==> src/rtl/alu_req_driver.sv <==
// alu_req_driver: queues ALU commands in a small FIFO, drives them one at a time
// onto a combinational ALU, waits LAT cycles, and returns the captured result
// with the caller's tag over a valid/ready response channel, in command order.
module alu_req_driver #(
    parameter int unsigned WIDTH = 32,
    parameter int unsigned LAT   = 1,
    parameter int unsigned DEPTH = 4
) (
    input  logic             clk,
    input  logic             rst,

    input  logic             cmd_valid,
    output logic             cmd_ready,
    input  logic [3:0]       cmd_opcode,
    input  logic [WIDTH-1:0] cmd_a,
    input  logic [WIDTH-1:0] cmd_b,
    input  logic [4:0]       cmd_shamt,
    input  logic [3:0]       cmd_tag,

    output logic [3:0]       alu_opcode,
    output logic [WIDTH-1:0] alu_input1,
    output logic [WIDTH-1:0] alu_input2,
    output logic [4:0]       alu_shiftValue,
    input  logic [WIDTH-1:0] alu_result,
    input  logic             alu_carryFlag,

    output logic             rsp_valid,
    input  logic             rsp_ready,
    output logic [WIDTH-1:0] rsp_result,
    output logic             rsp_carry,
    output logic [3:0]       rsp_tag,
    output logic             rsp_illegal,
    output logic             busy
);

    localparam int unsigned OPW  = 4;
    localparam int unsigned SHW  = 5;
    localparam int unsigned TAGW = 4;
    localparam int unsigned CNTW = 2;
    localparam int unsigned AW   = (DEPTH > 1) ? $clog2(DEPTH) : 1;
    localparam int unsigned CW   = $clog2(DEPTH + 1);
    localparam logic [OPW-1:0] OP_MAX = OPW'(7);

    typedef enum logic [1:0] {
        S_IDLE = 2'd0,
        S_WAIT = 2'd1,
        S_RESP = 2'd2
    } state_t;

    // FIFO storage, one array per command field
    logic [OPW-1:0]   r_fifo_op    [DEPTH];
    logic [WIDTH-1:0] r_fifo_a     [DEPTH];
    logic [WIDTH-1:0] r_fifo_b     [DEPTH];
    logic [SHW-1:0]   r_fifo_sh    [DEPTH];
    logic [TAGW-1:0]  r_fifo_tag   [DEPTH];

    logic [AW-1:0]    r_wr_ptr;
    logic [AW-1:0]    r_rd_ptr;
    logic [CW-1:0]    r_count;

    state_t           r_state;
    state_t           w_state_nxt;
    logic [CNTW-1:0]  r_cnt;
    logic [CNTW-1:0]  w_cnt_nxt;

    logic             r_cmd_ready;
    logic             r_rsp_valid;
    logic             r_busy;
    logic [OPW-1:0]   r_alu_opcode;
    logic [WIDTH-1:0] r_alu_input1;
    logic [WIDTH-1:0] r_alu_input2;
    logic [SHW-1:0]   r_alu_shift;
    logic [WIDTH-1:0] r_rsp_result;
    logic             r_rsp_carry;
    logic [TAGW-1:0]  r_rsp_tag;
    logic             r_rsp_illegal;

    logic             w_empty;
    logic             w_push;
    logic             w_pop;
    logic             w_capture;
    logic             w_head_illegal;
    logic [CW-1:0]    w_count_nxt;
    logic [AW-1:0]    w_wr_ptr_inc;
    logic [AW-1:0]    w_rd_ptr_inc;

    assign w_empty        = (r_count == '0);
    assign w_push         = cmd_valid && r_cmd_ready;
    assign w_head_illegal = (r_fifo_op[r_rd_ptr] > OP_MAX);
    assign w_wr_ptr_inc   = (r_wr_ptr == AW'(DEPTH - 1)) ? '0 : r_wr_ptr + AW'(1);
    assign w_rd_ptr_inc   = (r_rd_ptr == AW'(DEPTH - 1)) ? '0 : r_rd_ptr + AW'(1);

    // Occupancy after this edge's push/pop
    always_comb begin
        w_count_nxt = r_count;
        case ({w_push, w_pop})
            2'b10:   w_count_nxt = r_count + CW'(1);
            2'b01:   w_count_nxt = r_count - CW'(1);
            default: w_count_nxt = r_count;
        endcase
    end

    // FIFO payload write; storage needs no reset since pointers gate visibility
    always_ff @(posedge clk) begin
        if (w_push) begin
            r_fifo_op[r_wr_ptr]  <= cmd_opcode;
            r_fifo_a[r_wr_ptr]   <= cmd_a;
            r_fifo_b[r_wr_ptr]   <= cmd_b;
            r_fifo_sh[r_wr_ptr]  <= cmd_shamt;
            r_fifo_tag[r_wr_ptr] <= cmd_tag;
        end
    end

    // FIFO pointers and occupancy count
    always_ff @(posedge clk) begin
        if (rst) begin
            r_wr_ptr <= '0;
            r_rd_ptr <= '0;
            r_count  <= '0;
        end else begin
            if (w_push) begin
                r_wr_ptr <= w_wr_ptr_inc;
            end
            if (w_pop) begin
                r_rd_ptr <= w_rd_ptr_inc;
            end
            r_count <= w_count_nxt;
        end
    end

    // FSM state and latency counter register
    always_ff @(posedge clk) begin
        if (rst) begin
            r_state <= S_IDLE;
            r_cnt   <= '0;
        end else begin
            r_state <= w_state_nxt;
            r_cnt   <= w_cnt_nxt;
        end
    end

    // FSM next state: pop from IDLE or on a RESP handshake, count down in WAIT
    always_comb begin
        w_state_nxt = r_state;
        w_cnt_nxt   = r_cnt;
        w_pop       = 1'b0;
        w_capture   = 1'b0;
        case (r_state)
            S_IDLE: begin
                if (!w_empty) begin
                    w_pop = 1'b1;
                end
            end
            S_WAIT: begin
                if (r_cnt == '0) begin
                    w_capture   = 1'b1;
                    w_state_nxt = S_RESP;
                end else begin
                    w_cnt_nxt = r_cnt - CNTW'(1);
                end
            end
            S_RESP: begin
                if (rsp_ready) begin
                    if (!w_empty) begin
                        w_pop = 1'b1;
                    end else begin
                        w_state_nxt = S_IDLE;
                    end
                end
            end
            default: begin
                w_state_nxt = S_IDLE;
            end
        endcase
        // Illegal opcodes skip the ALU and respond straight away
        if (w_pop) begin
            if (w_head_illegal) begin
                w_state_nxt = S_RESP;
            end else begin
                w_state_nxt = S_WAIT;
                w_cnt_nxt   = CNTW'(LAT);
            end
        end
    end

    // Handshake and status flags, registered from next-cycle state
    always_ff @(posedge clk) begin
        if (rst) begin
            r_cmd_ready <= 1'b1;
            r_rsp_valid <= 1'b0;
            r_busy      <= 1'b0;
        end else begin
            r_cmd_ready <= (w_count_nxt != CW'(DEPTH));
            r_rsp_valid <= (w_state_nxt == S_RESP);
            r_busy      <= (w_state_nxt != S_IDLE) || (w_count_nxt != '0);
        end
    end

    // ALU drive registers: loaded only on a legal pop, otherwise held
    always_ff @(posedge clk) begin
        if (rst) begin
            r_alu_opcode <= '0;
            r_alu_input1 <= '0;
            r_alu_input2 <= '0;
            r_alu_shift  <= '0;
        end else if (w_pop && !w_head_illegal) begin
            r_alu_opcode <= r_fifo_op[r_rd_ptr];
            r_alu_input1 <= r_fifo_a[r_rd_ptr];
            r_alu_input2 <= r_fifo_b[r_rd_ptr];
            r_alu_shift  <= r_fifo_sh[r_rd_ptr];
        end
    end

    // Response payload: tag on pop, result on capture or zeroed for illegal
    always_ff @(posedge clk) begin
        if (rst) begin
            r_rsp_result  <= '0;
            r_rsp_carry   <= 1'b0;
            r_rsp_tag     <= '0;
            r_rsp_illegal <= 1'b0;
        end else if (w_pop) begin
            r_rsp_tag <= r_fifo_tag[r_rd_ptr];
            if (w_head_illegal) begin
                r_rsp_result  <= '0;
                r_rsp_carry   <= 1'b0;
                r_rsp_illegal <= 1'b1;
            end
        end else if (w_capture) begin
            r_rsp_result  <= alu_result;
            r_rsp_carry   <= alu_carryFlag;
            r_rsp_illegal <= 1'b0;
        end
    end

    assign cmd_ready      = r_cmd_ready;
    assign alu_opcode     = r_alu_opcode;
    assign alu_input1     = r_alu_input1;
    assign alu_input2     = r_alu_input2;
    assign alu_shiftValue = r_alu_shift;
    assign rsp_valid      = r_rsp_valid;
    assign rsp_result     = r_rsp_result;
    assign rsp_carry      = r_rsp_carry;
    assign rsp_tag        = r_rsp_tag;
    assign rsp_illegal    = r_rsp_illegal;
    assign busy           = r_busy;

endmodule

==> config.mk <==
export PLATFORM = sky130hd
export DESIGN_NAME = alu_req_driver
export DESIGN_NICKNAME = d
export VERILOG_FILES = /design/src/rtl/alu_req_driver.sv
export SDC_FILE = /design/constraint.sdc
export NUM_CORES = 1
export LEC_CHECK = 0
export ABC_AREA = 0
export CORE_MARGIN = 2
export CORE_UTILIZATION = 50
export DETAILED_ROUTE_END_ITERATION = 8
export PLACE_DENSITY = 0.71
export SLEW_MARGIN = 30
export SYNTH_ARGS = -nofsm -noshare
export SYNTH_HDL_FRONTEND = slang
export SYNTH_SLANG_ARGS = --single-unit
==> constraint.sdc <==
create_clock -name clk -period 3.4 [get_ports clk]
set_clock_uncertainty 0.15 [all_clocks]
set_input_delay 0.34 -clock clk [delete_from_list [all_inputs] [get_ports clk]]
set_output_delay 0.34 -clock clk [all_outputs]
set_load 0.1 [all_outputs]
**Word-level counts from Yosys, hierarchy flattened**

Memories as Yosys holds them, arrays and structs flattened. A register that Yosys moved wholly into a read port is not among the register bits.
Cells that the tools add are included.

- Flip-flop bits (word level): 52
- Memory bits (writable): 308
- Input port bits: 114
- Output and inout bits: 114
- Logic and storage cells: 74
- Memories kept: 5

- $add $sub $neg: 5
- Order comparisons: 1
- Equality and inequality tests: 9
- Muxes and demuxes: 31
- Reduce and logical (&&, ||, !) cells: 11

Memories:

| memory | words | bits a word | read ports | clocked after memory_dff | wr ports | RTL line | RTL |
|---|---|---|---|---|---|---|---|
| r_fifo_a | 4 | 32 | 1 | 1 | 1 | 52 | `logic [WIDTH-1:0] r_fifo_a [DEPTH];` |
| r_fifo_b | 4 | 32 | 1 | 1 | 1 | 53 | `logic [WIDTH-1:0] r_fifo_b [DEPTH];` |
| r_fifo_sh | 4 | 5 | 1 | 1 | 1 | 54 | `logic [SHW-1:0] r_fifo_sh [DEPTH];` |
| r_fifo_op | 4 | 4 | 1 | 1 | 1 | 51 | `logic [OPW-1:0] r_fifo_op [DEPTH];` |
| r_fifo_tag | 4 | 4 | 1 | 1 | 1 | 55 | `logic [TAGW-1:0] r_fifo_tag [DEPTH];` |

Operators with widths:

| cell | count |
|---|---|
| two-way mux 32 bit | 3 |
| two-way mux 2 bit | 13 |
| two-way mux 1 bit | 12 |
| equality test 2 bit, second input constant | 5 |
| case mux 2 bit (3 select lines) | 1 |
| case mux 3 bit (2 select lines) | 1 |
| adder 2 x 1 -> 2 bit, second input constant | 2 |
| equality test 2 x 1 -> 1 bit, second input constant | 2 |
| > comparator 4 x 3 -> 1 bit, second input constant | 1 |
| logical NOT 2 bit | 2 |
| nonzero test 2 bit | 2 |
| adder 3 x 1 -> 3 bit, second input constant | 1 |
| logical NOT 3 bit | 1 |
| != test 3 bit, second input constant | 1 |
| nonzero test 3 bit | 1 |
| subtractor 3 x 1 -> 3 bit, second input constant | 1 |
| logical AND 1 bit | 2 |
| != test 2 x 1 -> 1 bit, second input constant | 1 |
| case mux 1 bit (2 select lines) | 1 |
| AND reduction 2 bit | 1 |
| subtractor 2 x 1 -> 2 bit, second input constant | 1 |
| logical NOT 1 bit | 1 |
| logical OR 1 bit | 1 |

**Depth between registers and ports, before layout**

Gate-level depths: netlist of run 1.

- Word-level depth: 8
- Mapped depth: 9
- Gate-level depth less buffers: 9

**Least setup slack after synthesis of run 1**

OpenSTA, ideal clock, no wires.

- Path type: register -> register
- Start point: reg r_cmd_ready, in the netlist cmd_ready
- End point: mem r_fifo_a[0][0], enable pin
- Library setup time: 444 ps
- Data arrival time: 2985 ps
- Data required time: 2806 ps
- Slack: -179 ps
- Cell stages (with the launch flop): 2
- Buffers on the path: 0
- Clock period less this slack: 3579 ps
- Cell sequence: dfxtp_1 -> and3_1

- Longest elaborated chain between the ends: 3

RTL lines:

| what | RTL line | RTL |
|---|---|---|
| start: declaration | 66 | `logic r_cmd_ready;` |
| start signal: assignment | 193 | `r_cmd_ready <= (w_count_nxt != CW'(DEPTH));` |
| logical AND 1 bit | 88 | `assign w_push = cmd_valid && r_cmd_ready;` |
| two-way mux 1 bit | 105 | `if (w_push) begin` |
| two-way mux 1 bit (not written as such) | 107 | `r_fifo_a[r_wr_ptr] <= cmd_a;` |
| end: declaration | 52 |  |

No other way between the ends.

**Worst setup path after layout of run 1**

- Start point: reg r_alu_input2[24], in the netlist alu_input2[24] (read register of r_fifo_b)
- End point: out alu_input2[24]

RTL lines:

| what | RTL line | RTL |
|---|---|---|
| start: declaration | 71 | `logic [WIDTH-1:0] r_alu_input2;` |
| end: declaration | 22 | `output logic [WIDTH-1:0] alu_input2,` |

No word-level cell between the ends.

==> impl_metrics.tcl, run 1 <==
set metrics [dict create \
    status "completed" \
    path_clk_slew_ns 0.06 \
    ys_seq_area_frac 0.751 \
    critical_path.startpoint "alu_input2[24]" \
    drcViolationCount 0 \
    hp-class "input pin to flop" \
    ff_latch_area_um2 11800 \
    wl_met1_um 13400 \
    yosysTopAreaCell "edfxtp_1" \
    drtIter0Drc 582 \
    rsz0062_at_grt "no" \
    cts_resized 0 \
    grt_use_total 0.195 \
    synthFlopType "edfxtp_1" \
    ff2ff_path_depth 5 \
    synthArstFlopShare 0 \
    multi_input_comb_area_um2 3590 \
    grt_pass1_vias 8904 \
    row_count 64 \
    vias 8730 \
    fin_cells 1618 \
    synthSimpleGateAreaFrac 0.0659 \
    holdWs_ns 0.221 \
    hp-start "alu_result[8]" \
    synth_area_leaders "edfxtp_1, dfxtp_1, mux4_2" \
    place.gp.congestion 0.695 \
    holdPathStages 3 \
    cts_tree "done" \
    netlist_area_um2 15700 \
    critPathMaxFanout 2 \
    cp_top_family "buffers and inverters" \
    setup_viol 0 \
    grt_max_degree 80 \
    numCtsBuffers 44 \
    avgSynthCellArea_um2 16.4 \
    syn_to_final_growth_pct 26.1 \
    synth_most_common_cell "edfxtp_1" \
    grt_overflow 0 \
    fmax_mhz 388 \
    wl_met3_um 2190 \
    cp_data_arrival_time_ns 2.09 \
    slew_violations 0 \
    dp.cells 1538 \
    grt_pass1_wl_um 49700 \
    worst-path-buf-inv 1 \
    highest_layer "met4" \
    viasPerCell 5.40 \
    synth_compound_area_frac 0.0378 \
    synthTopCellsByCount "edfxtp_1, nand2_1, dfxtp_1" \
    leakagePower_uw 0.00644 \
    synth.distinct_cells 34 \
    synth_top_family_by_area "multiplexers" \
    syn_nets 1077 \
    required_ns 2.91 \
    insertedDiodeCount 0 \
    synth-warning-count 0 \
    drtAntennaViolNets 0 \
    min_period_over_period 0.758 \
    cp_cell_sequence "clkdlybuf4s50_1" \
    clockBufferDepth 3 \
    wire_per_inst_um 19.8 \
    synth-adder-area-share 0.00606 \
    ir_drop_mv 0.797 \
    nFillCells 2194 \
    clockRootBuffer "clkbuf_16" \
    hold_viol_final 0 \
    syn_inst 956 \
    cts_sinks 435 \
    drive_gt1_frac 0.136 \
    r2r_setup_slack_ns 0.85 \
    postCtsHoldBufs 0 \
    dr_wl_met2_um 15800 \
    drv_cap 0 \
    dp_hpwl_um 18400 \
    port-buffer-count 227 \
    critPathMaxStageDelay_ns 1.16 \
    fin_util 0.644 \
    synth-edff-count 308 \
    end_kind "output port" \
    hold_path_end "rsp_result[8]" \
    path_class "flop to output port" \
    dieArea_um2 32800 \
    post_cts_buffers 0 \
    post-synth-top-area-fraction 0.589 \
    pin_count 228 \
    htreeDepth 2 \
    relSlewSlack 0.306 \
    ys_ff_latch 435 \
    wl_um 32000 \
    core-area_um2 30700 \
    clk_latency_ns 0.52 \
    muxShareOfSynthArea 0.115 \
    antenna_found_initial 0 \
    tightest_slew_ns 1.04 \
    cellPowerDensity_nw_per_um2 954 \
    tns_ns 0 \
    period_minus_slack_ns 2.58 \
    r2r-end "alu_input2[17]" \
    synth_xor_area_frac 0.00167 \
    die_h_um 181 \
    die_w_um 181 \
    cp-start-kind "flop" \
    nNetsFinal 1310 \
    start_util 0.510 \
    critPathSlowestCell "clkdlybuf4s50_1" \
    first_pass_iters 4 \
]
[area by class of cell]
type / count / share of cell area
timing repair buffer: 244 / 0.126
multi-input combinational: 458 / 0.181
clock buffer: 62 / 0.0611
tap: 396 / 0.0250
sequential: 435 / 0.596
inverter: 6 / 0.00114
clock inverter: 17 / 0.00917
[per-layer routing]
metal | vias to the layer above | global-route usage
met5 | - | 0
met4 | 0 | 0.0504
met3 | 47 | 0.0401
met2 | 286 | 0.338
met1 | 4336 | 0.253
li1 | 4061 | -
[cell families (layout without fill, tap and decap cells)]
family | after synthesis | in the layout
AOI/OAI and AO/OA | 116 | 116
adders and majority gates | 7 | 7
and+or+nand+nor | 249 | 249
muxes | 83 | 83
buffers and inverters | 63 | 329
DFF | 435 | 435
xor gates and xnor gates | 3 | 3
[worst max path at each step]
stage / endpoint / slack, ns / depth (start not counted)
6_report: alu_input2[24] / 0.82 / 1
5_1_grt: alu_input2[17] / 0.75 / 5
4_1_cts: alu_input2[24] / 0.81 / 1
3_5_place_dp: cmd_ready / 0.67 / 10
3_3_place_gp: cmd_ready / 0.73 / 10
2_1_floorplan: r_fifo_a[0][0] / 0.63 / 1
[registers in the layout (all words and copies together), names as in the netlist, 5 cells and up, named ones only]
register and cells:
r_fifo_a 128, r_fifo_b 128, alu_input1 32, alu_input2 32
rsp_result 32, r_fifo_sh 20, r_fifo_op 16, r_fifo_tag 16
alu_shiftValue 5
[stage by stage]
stage | setup slack [ns] | area (um^2) | power, uW
finish | 0.824 | 19800 | 18900
global route | 0.751 | 19800 | 19700
CTS | 0.813 | 19800 | 19000
detailed placement | 0.673 | 18400 | 14400
global placement | 0.734 | 18400 | 14300
floorplan | 0.632 | 15700 | 12600
[where the power goes]
part | total, uW | internal, uW | switching (uW)
Clock | 4640 | 2780 | 1860
Sequential | 7020 | 6570 | 453
Combinational | 7220 | 2090 | 5130
Total | 18900 | 11400 | 7450
[cell usage in the layout (no fill, tap or decap), types with 2 or more instances in the layout]
| cell type | n |
|---|---|
| bufinv_16 | 4 |
| clkbuf_8 | 2 |
| clkbuf_16 | 45 |
| mux4_1 | 2 |
| nor2_1 | 13 |
| nor3_1 | 2 |
| nand2_1 | 183 |
| mux4_2 | 75 |
| and3_4 | 4 |
| buf_4 | 12 |
| dfxtp_4 | 2 |
| edfxtp_1 | 308 |
| xor2_1 | 2 |
| clkbuf_1 | 15 |
| clkinv_2 | 6 |
| nor2b_1 | 2 |
| inv_1 | 6 |
| clkdlybuf4s50_1 | 222 |
| a31oi_1 | 3 |
| clkinv_1 | 6 |
| nor3_2 | 2 |
| buf_12 | 9 |
| a21oi_1 | 110 |
| ha_1 | 6 |
| mux2i_1 | 6 |
| nand3_1 | 34 |
| nor3b_1 | 2 |
| dfxtp_1 | 125 |
(Power assumes the default switching activity.)
==> run 2: changes to the inputs <==
==> constraint.sdc (replaced) <==
create_clock -name clk -period 2.4 [get_ports clk]
set_clock_uncertainty 0.15 [all_clocks]
set_input_delay 0.24 -clock clk [delete_from_list [all_inputs] [get_ports clk]]
set_output_delay 0.24 -clock clk [all_outputs]
set_load 0.1 [all_outputs]
==> impl_metrics.tcl, run 2 (synthesis results as in run 1) <==
set metrics [dict create \
    clockRootBuffer "clkbuf_16" \
    place.gp.congestion 0.732 \
    dp_hpwl_um 19500 \
    numCtsBuffers 43 \
    hp-class "input pin to flop" \
    top_regs "r_fifo_a (128), r_fifo_b (128)" \
    setup_viol 0 \
    grt_pass1_vias 8889 \
    nNetsFinal 1333 \
    first_pass_iters 6 \
    drive_gt1_frac 0.247 \
    holdPathStages 3 \
    grt_max_degree 61 \
    status "completed" \
    drv_cap 0 \
    clockBufferDepth 3 \
    min_period_over_period 0.949 \
    hold_viol_final 0 \
    die_w_um 181 \
    path_class "flop to flop" \
    die_h_um 181 \
    post_cts_buffers 0 \
    drcViolationCount 0 \
    pin_count 228 \
    cts_tree "done" \
    start_util 0.510 \
    drtAntennaViolNets 0 \
    required_ns 2.62 \
    ir_drop_mv 0.893 \
    core-area_um2 30700 \
    vias 8792 \
    rsz0062_at_grt "no" \
    grt_overflow 0 \
    clk_latency_ns 0.52 \
    holdWs_ns 0.115 \
    wl_met1_um 13300 \
    drtIter0Drc 613 \
    placed_cell_area_um2 18400 \
    most-common-layout-cells "edfxtp_1, nand2_1, buf_4" \
    antenna_found_initial 2 \
    end_kind "flop" \
    path_clk_slew_ns 0.06 \
    wl_met3_um 1870 \
    wire_per_inst_um 19.3 \
    grt_pass1_wl_um 49200 \
    final_common_cell "edfxtp_1" \
    postCtsHoldBufs 0 \
    cellPowerDensity_nw_per_um2 1350 \
    dieArea_um2 32800 \
    highest_layer "met5" \
    nFillCells 2212 \
    wl_um 31700 \
    cp-start-kind "flop" \
    htreeDepth 2 \
    dr_wl_met2_um 15800 \
    leakagePower_uw 0.00680 \
    stdcell_area_um2 19800 \
    period_minus_slack_ns 2.28 \
    tns_ns 0 \
    slew_violations 0 \
    viasPerCell 5.36 \
    critPathMaxFanout 40 \
    grt_use_total 0.193 \
    tightest_slew_ns 0.767 \
    insertedDiodeCount 0 \
    row_count 64 \
    syn_to_final_growth_pct 26.2 \
    cts_resized 0 \
    total_power_uw 26700 \
    relSlewSlack 0.489 \
    cp_data_arrival_time_ns 2.50 \
    ff2ff_path_depth 5 \
    cts_sinks 435 \
    port-buffer-count 227 \
    fmax_mhz 439 \
]
## run 2: critical path, stage by stage, from the launching register on
cell,delay (ns)
dfxtp_1,0.36
mux4_2,0.55
or4_2,0.64
buf_12,0.22
nand2_1,0.11
a21oi_1,0.07
## run 2: layout make-up
class / instances / area (um^2) / share of cell area
clock buffer: 60 / 1230 / 0.0622
clock inverter: 18 / 133 / 0.00670
inverter: 6 / 22.5 / 0.00114
multi-input combinational: 458 / 3610 / 0.182
sequential: 435 / 11800 / 0.596
tap: 396 / 495 / 0.0250
timing repair buffer: 268 / 2500 / 0.127
## run 2: worst paths after layout
kind	from	endpoint	slack [ns]
max	flop	alu_input1[27]	0.12
min	alu_result[16]	rsp_result[16]	0.11
max reg2reg	flop	alu_input1[27]	0.12
min reg2reg	alu_input1[6]	alu_input1[6]	0.30
## run 2: power by group
| part | leakage (uW) | switching (uW) | internal, uW |
|---|---|---|---|
| combinational | 0.00226 | 7300 | 3040 |
| sequential | 0.00386 | 667 | 9310 |
| clock | 0.000668 | 2630 | 3790 |
| total | 0.00680 | 10600 | 16100 |
## run 2: metal layers
metal	up-vias	GRT usage
met5	-	0
met4	4	0.0475
met3	55	0.0407
met2	232	0.330
met1	4387	0.254
li1	4114	-
## run 2: per-stage QoR
stage                util  instances  worst slack [ns]
floorplan               -        956           0.00517
global placement    0.600       1563           -0.0773
detailed placement  0.600       1563            -0.116
CTS                 0.644       1641            0.0982
global route        0.644       1641            0.0164
finish              0.644       1641             0.122
